--- config.mk ---
export PLATFORM = sky130hd
export DESIGN_NAME = spi_clk_gen_flat
export DESIGN_NICKNAME = d
export VERILOG_FILES = /design/src/rtl/spi_clk_gen_if.sv /design/src/rtl/spi_clk_gen.sv /design/src/flat_wrapper.sv
export SDC_FILE = /design/constraint.sdc
export NUM_CORES = 1
export LEC_CHECK = 0
export ABC_AREA = 0
export BUFFER_PORTS_ARGS = -buffer_cell sky130_fd_sc_hd__buf_2
export CORE_MARGIN = 5
export CORE_UTILIZATION = 49
export DETAILED_ROUTE_END_ITERATION = 8
export PLACE_DENSITY_LB_ADDON = 0.2
export SYNTH_ARGS = -nofsm -noshare
export SYNTH_HDL_FRONTEND = slang
export SYNTH_SLANG_ARGS = --single-unit
export TNS_END_PERCENT = 50
--- constraint.sdc ---
create_clock -name wb_clk_in -period 3.1 [get_ports wb_clk_in]
set_input_delay 0 -clock wb_clk_in [delete_from_list [all_inputs] [get_ports wb_clk_in]]
set_output_delay 0 -clock wb_clk_in [all_outputs]
set_load 0.01 [all_outputs]
--- src/rtl/spi_clk_gen_if.sv ---
// Interface between spi_clk_gen and its neighbours: the transfer framing
// from the shift register plus the generated clock, edge strobes and busy.
interface spi_clk_gen_if #(
  parameter int DIV_WIDTH = 16
);
  logic                 enable;
  logic                 last;
  logic [DIV_WIDTH-1:0] divider;
  logic                 sclk;
  logic                 cpol_1;
  logic                 cpol_0;
  logic                 busy;

  // Side driving the framing and divider (shift register / bench)
  modport master (
    output enable, last, divider,
    input  sclk, cpol_1, cpol_0, busy
  );

  // Clock generator side
  modport slave (
    input  enable, last, divider,
    output sclk, cpol_1, cpol_0, busy
  );
endinterface

--- src/rtl/spi_clk_gen.sv ---
// SPI serial clock generator. Divides wb_clk_in by 2*(divider+1) while a
// transfer is in progress and emits one-cycle strobes on each sclk edge.
// Transfers end only on a falling toggle, so sclk always parks low.
module spi_clk_gen #(
  parameter int DIV_WIDTH = 16
) (
  input  logic          wb_clk_in,
  input  logic          wb_rst,
  spi_clk_gen_if.slave  bus
);

  typedef enum logic [1:0] {
    IDLE = 2'd0,
    RUN  = 2'd1,
    STOP = 2'd2
  } state_e;

  state_e               state_q, state_d;
  logic [DIV_WIDTH-1:0] cnt_q,   cnt_d;
  logic                 sclk_q,  sclk_d;
  logic                 cpol1_q, cpol1_d;
  logic                 cpol0_q, cpol0_d;
  logic                 busy_q,  busy_d;

  // Next-state, counter and registered-output logic
  always_comb begin
    state_d = state_q;
    cnt_d   = cnt_q;
    sclk_d  = sclk_q;
    cpol1_d = 1'b0;
    cpol0_d = 1'b0;
    case (state_q)
      IDLE: begin
        sclk_d = 1'b0;
        if (bus.enable) begin
          state_d = RUN;
          cnt_d   = bus.divider;
        end
      end
      RUN: begin
        if (!bus.enable) begin
          // Abort: drop the clock immediately, no edge strobe.
          state_d = IDLE;
          sclk_d  = 1'b0;
          cnt_d   = '0;
        end else if (cnt_q != '0) begin
          cnt_d = cnt_q - DIV_WIDTH'(1);
        end else begin
          // Half-period elapsed: toggle and pick up the current divider.
          sclk_d = ~sclk_q;
          cnt_d  = bus.divider;
          if (!sclk_q) begin
            cpol1_d = 1'b1;
          end else begin
            cpol0_d = 1'b1;
            // last only matters on a falling toggle so sclk ends low.
            if (bus.last) state_d = STOP;
          end
        end
      end
      STOP: begin
        sclk_d  = 1'b0;
        cnt_d   = '0;
        state_d = IDLE;
      end
      default: begin
        sclk_d  = 1'b0;
        cnt_d   = '0;
        state_d = IDLE;
      end
    endcase
    busy_d = (state_d != IDLE);
  end

  // State and output registers with synchronous reset
  always_ff @(posedge wb_clk_in) begin
    if (wb_rst) begin
      state_q <= IDLE;
      cnt_q   <= '0;
      sclk_q  <= 1'b0;
      cpol1_q <= 1'b0;
      cpol0_q <= 1'b0;
      busy_q  <= 1'b0;
    end else begin
      state_q <= state_d;
      cnt_q   <= cnt_d;
      sclk_q  <= sclk_d;
      cpol1_q <= cpol1_d;
      cpol0_q <= cpol0_d;
      busy_q  <= busy_d;
    end
  end

  assign bus.sclk   = sclk_q;
  assign bus.cpol_1 = cpol1_q;
  assign bus.cpol_0 = cpol0_q;
  assign bus.busy   = busy_q;

endmodule

--- src/flat_wrapper.sv ---
// flat-port wrapper written by rule: the top's interface ports become plain ports
module spi_clk_gen_flat 
#(
  parameter int DIV_WIDTH = 16
)
  (wb_clk_in, wb_rst, bus_enable, bus_last, bus_divider, bus_sclk, bus_cpol_1, bus_cpol_0, bus_busy);
  spi_clk_gen_if #(.DIV_WIDTH(DIV_WIDTH)) bus_i ();
  input  logic wb_clk_in;
  input  logic wb_rst;
  input wire logic [$bits(bus_i.enable)-1:0] bus_enable;
  input wire logic [$bits(bus_i.last)-1:0] bus_last;
  input wire logic [$bits(bus_i.divider)-1:0] bus_divider;
  output wire logic [$bits(bus_i.sclk)-1:0] bus_sclk;
  output wire logic [$bits(bus_i.cpol_1)-1:0] bus_cpol_1;
  output wire logic [$bits(bus_i.cpol_0)-1:0] bus_cpol_0;
  output wire logic [$bits(bus_i.busy)-1:0] bus_busy;
  assign bus_i.enable = bus_enable;
  assign bus_i.last = bus_last;
  assign bus_i.divider = bus_divider;
  assign bus_sclk = bus_i.sclk;
  assign bus_cpol_1 = bus_i.cpol_1;
  assign bus_cpol_0 = bus_i.cpol_0;
  assign bus_busy = bus_i.busy;
  spi_clk_gen #(.DIV_WIDTH(DIV_WIDTH)) u_core (.wb_clk_in(wb_clk_in), .wb_rst(wb_rst), .bus(bus_i));
endmodule
==> flow_summary.json <==
{
  "async_reset_ff_share_pct": 0,
  "comb_power_share_pct": 29.4,
  "startpoint": "u_core.cnt_q[0]$_SDFFE_PP0P_",
  "required_ns": 3.29,
  "globalplace.congestion": 0.973,
  "pwr-share-clk_pct": 28.1,
  "path_max_fanout": 12,
  "crit_path_end_kind": "flip-flop",
  "fmax_mhz": 468,
  "routed_wl_um": 3580,
  "wl_met1_um": 1600,
  "internal-power_mw": 0.540,
  "synth_fp_nets": 176,
  "clockBufferDepth": 2,
  "antenna_found_initial": 0,
  "finalCriticalPeriod_ns": 2.14,
  "holdPathEnd": "u_core.cnt_q[11]$_SDFFE_PP0P_",
  "path_delay_family": "simple AND/OR/NAND/NOR gates",
  "start_kind": "flip-flop",
  "htree_levels": 1,
  "ys_top_cells_by_count": "22 x dfxtp_1, 18 x nand2_1, 15 x nor2_1, 11 x nor3_1",
  "clk_latency_ns": 0.32,
  "cts_tree": "built",
  "peakVddDrop_mv": 0.514,
  "synth.top_cell.area_share_pct": 33.0,
  "yosysTopAreaCell": "dfxtp_1",
  "synth_area_per_cell_um2": 8.68,
  "stdcell_area_um2": 1660,
  "grt_pass1_wl_um": 6060,
  "grt_max_degree": 14,
  "rsz0062_at_grt": "no",
  "vias": 1339,
  "dp_hpwl_um": 2660,
  "die_y_um": 62.2,
  "finalSetupViolCount": 0,
  "cp_cell_sequence": "inv_1 > ha_1 > nor4b_2 > and4_1 > nor2_1 > a21oi_1 > o22ai_1",
  "cts.clk_slew.worst_paths_ns": 0.12,
  "skew_ns": 0.0170,
  "ys_ff_latch": 22,
  "fp.dieW_um": 62.2,
  "layout.nets": 215,
  "core_area_um2": 2690,
  "hold_depth": 3,
  "post_dp_cell_area_um2": 1470,
  "hold_ws_ns": 0.0129,
  "drc": 0,
  "switching_share_pct": 32.0,
  "final.setup.tns_ns": 0,
  "r2r-start": "u_core.cnt_q[0]$_SDFFE_PP0P_",
  "p_sw_mw": 0.254,
  "status": "completed",
  "crit_slowest_cell": "and4_1",
  "route.met3.wl_um": 183,
  "yosysMostFrequentCell": "dfxtp_1",
  "io_buffers": 23,
  "io_pins": 24,
  "drv_slew": 0,
  "drive_above_1_share_pct": 20.8,
  "via_per_inst": 6.00,
  "r2r-end": "u_core.cnt_q[5]$_SDFFE_PP0P_",
  "fillers": 263,
  "drtPass1Iterations": 4,
  "drt-initial-drc-count": 80,
  "rr_worst_depth": 7,
  "hold_class": "input port to flip-flop",
  "routed-wl-met2_um": 1730,
  "ys.flop_type": "dfxtp_1",
  "top_layer": "met4",
  "power_density_nw_per_um2": 477,
  "grt_pass1_vias": 1253,
  "n_antenna_cell": 0,
  "cp_slowest_stage_delay_ns": 0.57,
  "track_usage_pct": 19.0,
  "syn_inst": 154,
  "path_buf_inv": 1,
  "drtAntennaViolNets": 0,
  "worst_pin_slew_ns": 0.610,
  "leakage_nw": 0.723,
  "crit_arrival_ns": 2.33,
  "overflow": 0,
  "row_count": 19,
  "hp-start": "bus_divider[11]",
  "pwr-share-seq_pct": 42.5,
  "yosysUniqueCellTypes": 40,
  "cts.sinks": 22,
  "routedWlPerCell_um": 16.1,
  "hold_violations": 0,
  "syn-cell-area_um2": 1340,
  "period_share_pct": 68.9,
  "synth-seq-area-share_pct": 33.0,
  "drv_cap": 0,
  "r2r_setup_slack_ns": 0.96,
  "synth_edf_count": 0,
  "area_delta_synth_final_pct": 24.5,
  "fp.dieArea_um2": 3870,
  "initial_core_util_pct": 49.7,
  "crit_type": "flip-flop to flip-flop",
  "ys_top_cells_by_area": "dfxtp_1 33%, mux2i_1 5.2%, nand2_1 5.1%",
  "relSlewSlack_pct": 59.0,
  "cts_buffers": 3,
  "clock-root-buffer": "clkbuf_4",
  "yosys_warnings": 0
}
[layout by cell type, fill, tap and decap left out, drive strengths merged, types with 2 or more instances in the layout]
master       Yosys  routed
a21oi            9       9
a221o            5       5
and3             4       4
and4             2       2
buf              3      24
clkbuf           1       3
dfxtp           22      22
dlygate4sd3      0      14
ha               2       2
inv              3       3
mux2i            7       7
nand2           20      20
nand3            3       3
nor2            15      15
nor3            11      11
nor4             8       8
nor4b            2       2
o211a            2       2
o21ai           13      13
o22ai            6       6
o311ai           3       3
or3              3       3
xnor2            2       2
[state kept, by name, summed over array words and instances (netlist names)]
register           cells
u_core.bus.busy        1
u_core.bus.cpol_0      1
u_core.bus.cpol_1      1
u_core.bus.sclk        1
u_core.cnt_q          16
u_core.state_q         2
[timing repair]
item	in CTS	in global routing
endpoints found under the hold margin	14	0
setup buffers	0	0
gates resized for setup	0	0
endpoints found under the setup margin	0	0
hold buffers	14	0
[tightest hold or removal path, delay by kind of cell]
family	cells	cell delay [ns]
compound gates	1	0.14
buf+inv	1	0.08
mux	1	0.06
[stage by stage]
step                setup WS [ns]  power (mW)  cells  util [%]
floorplan                    1.45       0.506    154         -
global placement             1.05       0.558    205      54.8
detailed placement           1.04       0.561    205      54.8
CTS                         0.996       0.799    223      61.9
global route                0.779       0.841    223      61.9
finish                      0.963       0.794    223      61.9
[power by group through the flow]
stage / clock network (mW) / logic (mW) / registers (mW)
2_1_floorplan: 0 / 0.175 / 0.332
3_3_place_gp: 0 / 0.215 / 0.343
3_5_place_dp: 0 / 0.219 / 0.343
4_1_cts: 0.229 / 0.232 / 0.337
5_1_grt: 0.243 / 0.257 / 0.341
6_report: 0.223 / 0.234 / 0.338
[area by class of cell]
class / instances / area, µm² / area share, %
clock inverter: 1 / 30.0 / 1.80
sequential: 22 / 440 / 26.5
multi-input combinational: 125 / 858 / 51.6
timing repair buffer: 38 / 263 / 15.8
clock buffer: 3 / 22.5 / 1.35
tap: 31 / 38.8 / 2.33
inverter: 3 / 11.3 / 0.677
[layer usage]
metal,vias up,GRT usage (%)
li1,668,-
met1,628,24.5
met2,37,30.7
met3,6,5.59
met4,0,4.61
met5,-,0
[how the worst max path moves through the flow]
stage	to	slack (ns)	cells after the start
5_1_grt	u_core.cnt_q[5]$_SDFFE_PP0P_	0.78	7
6_report	u_core.cnt_q[5]$_SDFFE_PP0P_	0.96	7
3_5_place_dp	u_core.cnt_q[5]$_SDFFE_PP0P_	1.04	7
2_1_floorplan	u_core.cnt_q[9]$_SDFFE_PP0P_	1.45	7
3_3_place_gp	u_core.cnt_q[11]$_SDFFE_PP0P_	1.05	7
4_1_cts	u_core.cnt_q[5]$_SDFFE_PP0P_	1.0	7
[cell families (layout without fill, tap and decap cells)]
| group | count (synthesis) | in the layout | share of synthesized area, % |
|---|---|---|---|
| adder cells (fa/ha/maj) | 2 | 2 | 1.87 |
| XOR/XNOR | 2 | 2 | 1.31 |
| AND/OR/NAND/NOR | 72 | 72 | 34.7 |
| multiplexers | 7 | 7 | 5.24 |
| AO/OA/AOI/OAI | 42 | 42 | 21.1 |
| flip-flops | 22 | 22 | 33.0 |
| buffers and inverters | 7 | 45 | 2.81 |
No activity file was read; power rests on OpenSTA's default activity.
